[src/rtl/bcd_counter.sv]
// -----------------------------------------------------------------------------
// bcd_counter
//   Multi-digit packed-BCD counter with a runtime-programmable wrap limit,
//   up/down counting, validated parallel load and a combinational carry/borrow
//   output for cascading into the enable of a following stage.
//   Digit 0 (least significant) sits in bits [3:0].
//
// Parameters
//   DIGITS : number of BCD digits (1..8); counter width is 4*DIGITS.
//
// Ports
//   clk    in   system clock, rising-edge active
//   rst_n  in   asynchronous active-low reset (q = 0, err = 0)
//   clr    in   synchronous clear, highest priority
//   ld     in   synchronous load of din (accepted only if valid BCD and <= lim)
//   din    in   BCD load value
//   en     in   count enable, one step per enabled clock
//   up     in   direction: 1 = up, 0 = down
//   lim    in   BCD wrap limit
//   q      out  registered count, always valid BCD
//   co     out  combinational carry/borrow, high when the enabled step wraps
//   err    out  registered one-cycle pulse on a rejected load
// -----------------------------------------------------------------------------
module bcd_counter #(
    parameter int DIGITS = 2
) (
    input  logic                clk,
    input  logic                rst_n,
    input  logic                clr,
    input  logic                ld,
    input  logic [4*DIGITS-1:0] din,
    input  logic                en,
    input  logic                up,
    input  logic [4*DIGITS-1:0] lim,
    output logic [4*DIGITS-1:0] q,
    output logic                co,
    output logic                err
);

    localparam int W = 4 * DIGITS;

    typedef enum logic [1:0] {
        CMP_LT,
        CMP_EQ,
        CMP_GT
    } cmp_t;

    // Decimal magnitude compare, most-significant digit first: the first
    // differing digit decides.
    function automatic cmp_t bcd_cmp(input logic [W-1:0] a, input logic [W-1:0] b);
        cmp_t res;
        res = CMP_EQ;
        for (int i = DIGITS - 1; i >= 0; i--) begin
            if (res == CMP_EQ && a[4*i +: 4] != b[4*i +: 4]) begin
                res = (a[4*i +: 4] > b[4*i +: 4]) ? CMP_GT : CMP_LT;
            end
        end
        return res;
    endfunction

    function automatic logic bcd_valid(input logic [W-1:0] a);
        logic ok;
        ok = 1'b1;
        for (int i = 0; i < DIGITS; i++) begin
            if (a[4*i +: 4] > 4'd9) ok = 1'b0;
        end
        return ok;
    endfunction

    // Ripple-carry decimal increment. Only used when a < lim, so the top digit
    // never overflows.
    function automatic logic [W-1:0] bcd_inc(input logic [W-1:0] a);
        logic [W-1:0] r;
        logic         c;
        r = a;
        c = 1'b1;
        for (int i = 0; i < DIGITS; i++) begin
            if (c) begin
                if (a[4*i +: 4] == 4'd9) begin
                    r[4*i +: 4] = 4'd0;
                end else begin
                    r[4*i +: 4] = a[4*i +: 4] + 4'd1;
                    c           = 1'b0;
                end
            end
        end
        return r;
    endfunction

    // Ripple-borrow decimal decrement. Only used when a != 0.
    function automatic logic [W-1:0] bcd_dec(input logic [W-1:0] a);
        logic [W-1:0] r;
        logic         b;
        r = a;
        b = 1'b1;
        for (int i = 0; i < DIGITS; i++) begin
            if (b) begin
                if (a[4*i +: 4] == 4'd0) begin
                    r[4*i +: 4] = 4'd9;
                end else begin
                    r[4*i +: 4] = a[4*i +: 4] - 4'd1;
                    b           = 1'b0;
                end
            end
        end
        return r;
    endfunction

    logic [W-1:0] r_q;
    logic         r_err;

    logic         w_q_zero;
    logic         w_q_ge_lim;
    logic         w_q_gt_lim;
    logic         w_ld_ok;
    logic [W-1:0] w_q_nxt;
    logic         w_err_nxt;
    cmp_t         w_q_vs_lim;

    assign w_q_vs_lim = bcd_cmp(r_q, lim);
    assign w_q_zero   = (r_q == '0);
    assign w_q_ge_lim = (w_q_vs_lim != CMP_LT);
    assign w_q_gt_lim = (w_q_vs_lim == CMP_GT);
    // An out-of-range din digit makes the load invalid whatever the compare says.
    assign w_ld_ok    = bcd_valid(din) && (bcd_cmp(din, lim) != CMP_GT);

    // The carry/borrow is masked by clr and ld because neither performs a step.
    assign co = en & ~clr & ~ld & ((up & w_q_ge_lim) | (~up & w_q_zero));

    always_comb begin
        // NOTE: every output of this block is given a default first so that no
        // path through the if/else chain leaves it unassigned (no latch).
        w_q_nxt   = r_q;
        w_err_nxt = 1'b0;
        if (clr) begin
            w_q_nxt = '0;
        end else if (ld) begin
            if (w_ld_ok) w_q_nxt   = din;
            else         w_err_nxt = 1'b1;
        end else if (en) begin
            if (up) begin
                w_q_nxt = w_q_ge_lim ? '0 : bcd_inc(r_q);
            end else if (w_q_zero || w_q_gt_lim) begin
                // Down from 0 wraps to lim; a count left above a lowered
                // limit snaps straight to lim.
                w_q_nxt = lim;
            end else begin
                w_q_nxt = bcd_dec(r_q);
            end
        end
    end

    // NOTE: state registers use non-blocking assignment so every flop samples
    // the pre-edge values regardless of statement order.
    always_ff @(posedge clk or negedge rst_n) begin
        if (!rst_n) begin
            r_q   <= '0;
            r_err <= 1'b0;
        end else begin
            r_q   <= w_q_nxt;
            r_err <= w_err_nxt;
        end
    end

    assign q   = r_q;
    assign err = r_err;

endmodule

[config.mk]
export PLATFORM = sky130hd
export DESIGN_NAME = bcd_counter
export DESIGN_NICKNAME = d
export VERILOG_FILES = /design/src/rtl/bcd_counter.sv
export SDC_FILE = /design/constraint.sdc
export NUM_CORES = 1
export LEC_CHECK = 0
export CORE_MARGIN = 2
export CORE_UTILIZATION = 55
export CTS_CLUSTER_DIAMETER = 40
export CTS_CLUSTER_SIZE = 28
export DETAILED_ROUTE_END_ITERATION = 10
export GPL_TIMING_DRIVEN = 0
export PLACE_DENSITY_LB_ADDON = 0.3
export SYNTH_ARGS = -nofsm -noshare
export SYNTH_HDL_FRONTEND = slang
export SYNTH_SLANG_ARGS = --single-unit
export TNS_END_PERCENT = 50
[constraint.sdc]
create_clock -name clk -period 3.8 [get_ports clk]
set_clock_uncertainty 0.1 [all_clocks]
set_input_delay 0.57 -clock clk [delete_from_list [all_inputs] [get_ports clk]]
set_output_delay 0.57 -clock clk [all_outputs]
set_load 0.02 [all_outputs]
==> results of run 1 <==
-- kinds of logic (layout without fill, tap and decap cells) --
kind of cell,after synthesis,count (layout),synth area share [%]
compound gates,66,66,35.8
xor+xnor,1,1,0.626
fa+ha+maj,22,22,19.7
buf+inv,21,55,5.90
flops,9,9,16.1
mux,2,2,1.43
simple gates,55,55,20.5
-- final timing paths --
kind,cells past startpoint,slack [ns],endpoint,from
max reg2reg,8,1.27,q[6],q[4]
min reg2reg,1,0.57,q[2],q[2]
max,8,0.17,co,lim[0]
max in group asynchronous,1,2.84,q[2],rst_n
min in group clk,1,0.57,q[2],q[2]
min,1,0.50,q[7],rst_n
-- cell type report --
cell class	count	area, µm²
well taps	30	37.5
repair buffers	30	300
plain buffers	6	26.3
clock buffers	4	26.3
multi-input cells	146	1100
inverters	15	56.3
flip-flops and latches	9	225
fillers	205	679
-- Yosys cell counts (2+ instances only) --
cell type,n
a211oi_2,2
o21ai_0,10
a41o_1,2
inv_1,15
a32oi_1,2
o21ai_1,4
a21oi_1,12
o211ai_1,2
buf_2,3
o31ai_1,2
dfrtp_1,9
o22ai_1,3
a22o_1,2
or2_1,2
nand3_1,9
nand2_1,11
nor2b_1,3
ha_1,22
a21oi_4,2
a31oi_1,5
nor3_1,4
mux2i_1,2
clkbuf_1,3
nand2b_1,5
nand4_1,2
nor2_1,12
a22oi_1,3
-- routing by layer --
metal / track usage [%] / vias up / share of wire [%]
li1: - / 740 / -
met1: 37.1 / 686 / 43
met2: 45.0 / 88 / 46
met3: 3.01 / 9 / 9.7
met4: 8.75 / 0 / 1.7
met5: 0 / - / 0
-- registers in the layout, summed over array words and instances, names as in the netlist --
name / flops
q: 8
err: 1
-- power by group --
part	total (mW)	leakage (nW)	switching [mW]	internal, mW
Sequential	0.146	0.114	0.0327	0.113
Combinational	0.399	0.625	0.224	0.174
Clock	0.0697	0.0150	0.0295	0.0402
-- stage by stage --
stage,instances,setup slack [ns]
after floorplan,176,1.14
after global placement,236,0.164
after detailed placement,236,0.0960
after CTS,240,0.0894
after global routing,240,0.00314
final,240,0.172
-- cell usage in the layout (no fill, tap or decap), drive strengths merged, types with 2 or more instances in the layout --
master | netlist | final
a41o | 2 | 2
nand3 | 9 | 9
nand2 | 12 | 12
nand2b | 5 | 5
clkdlybuf4s50 | 0 | 30
a211oi | 3 | 3
clkbuf | 3 | 7
nand4 | 2 | 2
a31oi | 5 | 5
o21bai | 2 | 2
mux2i | 2 | 2
a22oi | 3 | 3
inv | 15 | 15
a21oi | 14 | 14
nor2b | 3 | 3
o31ai | 2 | 2
a32oi | 2 | 2
and4 | 2 | 2
o211ai | 3 | 3
or2 | 2 | 2
ha | 22 | 22
dfrtp | 9 | 9
buf | 3 | 3
a22o | 2 | 2
o22ai | 3 | 3
nor2 | 13 | 13
o21ai | 15 | 15
nor3 | 4 | 4
==> results.json, run 1 <==
{
  "status": "finished, final reports clean",
  "cts.sinks": 9,
  "core_um2": 2450,
  "slowest_delay_ns": 0.62,
  "antenna_found_initial": 0,
  "io_buffer_count": 30,
  "ys.flop_type": "dfrtp_1",
  "fmaxAchievable_ghz": 0.276,
  "antennaDiodeCount": 0,
  "crit_top_cell": "clkdlybuf4s50_1",
  "hold_path_class": "in2async",
  "cp-start-kind": "input pin",
  "remaining_drc_errors": 0,
  "path_buf_inv": 2,
  "nNetsFinal": 255,
  "ys_ff_latch": 9,
  "clockRootBuffer": "clkbuf_4",
  "report.final.slew_viol_count": 0,
  "syn-num-nets": 220,
  "grt_pass1_vias": 1356,
  "drt_wl_total_um": 3750,
  "netlist_area_um2": 1400,
  "end_kind": "output pin",
  "clk_latency_ns": 0.25,
  "die_h_um": 54.5,
  "post-cts-setup-buffer-count": 0,
  "start_util_pct": 57.0,
  "drtIter0Drc": 107,
  "clkTransAtPathRegs_ns": 0.05,
  "worstPathArrival_ns": 2.96,
  "vdd_drop_max_uv": 407,
  "worstMarginPinSlew_ns": 0.371,
  "drive_gt1_share_pct": 9.05,
  "routedWlPerCell_um": 15.6,
  "power_mw": 0.614,
  "final_area_um2": 1780,
  "vias": 1523,
  "antenna_left": 0,
  "cp_top_family": "buffers and inverters",
  "grt-ovfl-total": 0,
  "post-route-util_pct": 72.3,
  "avgViaCountPerCell": 6.35,
  "yosysSeqAreaShare_pct": 16.1,
  "yosysTopAreaCell": "ha_1",
  "die_area_um2": 2970,
  "fin_hold_ws_ns": 0.496,
  "synthCells": 176,
  "syn_to_final_growth_pct": 26.8,
  "synth_area_leaders": "ha_1 20%, dfrtp_1 16%, a21oi_1 4.3%, inv_1 4.0%, o21ai_0 3.6%",
  "hpwl_um": 3040,
  "pin_count": 32,
  "period_share_pct": 95.5,
  "hold_viol": 0,
  "rsz0062_at_grt": "no",
  "postPlaceCellArea_um2": 1740,
  "avgSynthCellArea_um2": 7.96,
  "post-route-min-period_ns": 3.63,
  "crit_type": "in2out",
  "cts_tree": "yes",
  "drv_cap": 0,
  "rows": 18,
  "hold_buffers": 0,
  "worstPathRequired_ns": 3.13,
  "crit_path_top_delay_cell": "clkdlybuf4s50_1",
  "ctsResizeCount": 0,
  "cp_max_fo": 10,
  "yosysTopAreaCellShare_pct": 19.7,
  "first_pass_iters": 4,
  "numCtsBuffers": 3,
  "power_density_nw_per_um2": 346,
  "p_leak_nw": 0.755,
  "gp_congestion": 0.935,
  "setup_viol_count_final": 0,
  "synthArstFlopShare_pct": 100,
  "slew_headroom_pct": 75.2,
  "htreeDepth": 1,
  "synth_cell_types": 50,
  "cts_buffer_depth": 2,
  "path_cells": "clkdlybuf4s50_1 -> ha_1 -> nand2_1 -> nand3_1 -> o221ai_4 -> nand2_2 -> a21oi_1 -> clkdlybuf4s50_1",
  "dieWidth_um": 54.5,
  "tns_ns": 0,
  "track_usage_pct": 27.3,
  "grt_max_degree": 11,
  "grt_pass1_wl_um": 5900,
  "yosys_warnings": 0,
  "synth_edf_count": 0
}
Note: power is estimated with default switching activity, not from simulation.
==> run 2, diff against run 1 <==
- PLACE_DENSITY: not set -> 0.86
- PLACE_DENSITY_LB_ADDON: 0.3 -> not set
==> results.json, run 2 (synthesis gave the netlist of run 1 again) <==
{
  "rows": 18,
  "hold_viol": 0,
  "final_cell_mix": "29 x clkdlybuf4s50_1, 22 x ha_1, 15 x inv_1, 12 x a21oi_1, 12 x nor2_1",
  "htreeDepth": 1,
  "p_leak_nw": 0.773,
  "worstPathRequired_ns": 3.13,
  "reg2reg_slack_ns": 1.24,
  "routedWlPerCell_um": 16.2,
  "path_cells": "clkdlybuf4s50_1 -> ha_1 -> nand2_1 -> nand3_1 -> o221ai_4 -> nand2_2 -> a21oi_1 -> dlymetal6s2s_1",
  "slew_headroom_pct": 76.0,
  "place_ws_ns": 0.112,
  "antenna_left": 0,
  "cp-startpoint": "lim[0]",
  "nFillCells": 210,
  "grt_pass1_wl_um": 6040,
  "grt-ovfl-total": 0,
  "end_kind": "output pin",
  "r2r_start": "q[4]",
  "period_share_pct": 86.1,
  "cp_max_fo": 10,
  "clk_latency_ns": 0.25,
  "die_h_um": 54.5,
  "largest_reg_flops": 8,
  "crit_type": "in2out",
  "clockRootBuffer": "clkbuf_4",
  "report.final.slew_viol_count": 0,
  "tns_ns": 0,
  "drv_cap": 0,
  "hold_path_class": "in2async",
  "grt_max_degree": 11,
  "vdd_drop_max_uv": 332,
  "clkTransAtPathRegs_ns": 0.05,
  "setup_ws_ns": 0.529,
  "antenna_found_initial": 0,
  "cts_tree": "yes",
  "post-route-util_pct": 72.4,
  "remaining_drc_errors": 0,
  "die_area_um2": 2970,
  "start_util_pct": 57.0,
  "post-route-min-period_ns": 3.27,
  "drtIter0Drc": 90,
  "drive_gt1_share_pct": 9.05,
  "drt_wl_total_um": 3890,
  "setup_viol_count_final": 0,
  "slowest_delay_ns": 0.51,
  "rsz0062_at_grt": "no",
  "pin_count": 32,
  "vias": 1522,
  "status": "finished, final reports clean",
  "dieWidth_um": 54.5,
  "syn_to_final_growth_pct": 27.0,
  "hpwl_um": 3100,
  "power_density_nw_per_um2": 349,
  "antennaDiodeCount": 0,
  "nNetsFinal": 255,
  "core_um2": 2450,
  "fmaxAchievable_ghz": 0.306,
  "worstPathArrival_ns": 2.60,
  "io_buffer_count": 30,
  "cts_buffer_depth": 2,
  "post-cts-setup-buffer-count": 0,
  "cp-start-kind": "input pin",
  "gp_congestion": 0.921,
  "cts.sinks": 9,
  "track_usage_pct": 28.0,
  "numCtsBuffers": 3,
  "first_pass_iters": 4,
  "worstMarginPinSlew_ns": 0.359,
  "grt_pass1_vias": 1381,
  "avgViaCountPerCell": 6.34,
  "final_common_cell": "clkdlybuf4s50_1",
  "crit_path_top_delay_cell": "clkdlybuf4s50_1"
}
## run 2: cell types whose count changed in the layout (fill, tap and decap cells not counted), sizes merged
cell           previous run  this run
clkdlybuf4s50            30        29
dlymetal6s2s              0         1
## run 2: final cells by class
cell class                 count  area, µm²  area share [%]
sequential                     9        225            12.7
tap                           30       37.5            2.11
clock buffer                   4       26.3            1.48
buffer                         6       26.3            1.48
multi-input combinational    146       1100            62.1
inverter                      15       56.3            3.17
timing repair buffer          30        303            17.0
## run 2: metal layers
layer	wire (µm)	global-route usage, %
met1	1660	38.8
met2	1880	45.8
met3	322	3.01
met4	20	7.92
met5	0	0
## run 2: timing repair
action	CTS	global route
hold buffers	0	0
gates resized for setup	0	2
endpoints found under the setup margin	0	1
## run 2: final timing paths
kind	depth (start not counted)	end
max	8	co
min	1	q[5]
max reg2reg	9	q[2]
min reg2reg	2	q[5]
max in group asynchronous	1	q[2]
min in group clk	2	q[5]
## run 2: critical path: cells and delay by family
| family | cells | cell delay, ns |
|---|---|---|
| buf+inv | 2 | 0.75 |
| fa+ha+maj | 1 | 0.36 |
| simple gates | 3 | 0.40 |
| compound gates | 2 | 0.51 |
## run 2: where the power goes
| group | switching [mW] | internal, mW | total (mW) |
|---|---|---|---|
| sequential | 0.0324 | 0.113 | 0.146 |
| combinational | 0.233 | 0.175 | 0.408 |
| clock | 0.0270 | 0.0400 | 0.0670 |
## run 2: metrics by stage
stage               power [mW]  instance area [µm²]  instances  hold slack (ns)
floorplan                0.409                 1400        176            0.174
global placement         0.522                 1740        236            0.554
detailed placement       0.540                 1740        236            0.549
CTS                      0.612                 1760        240            0.495
global route             0.671                 1780        240            0.536
finish                   0.621                 1780        240            0.498
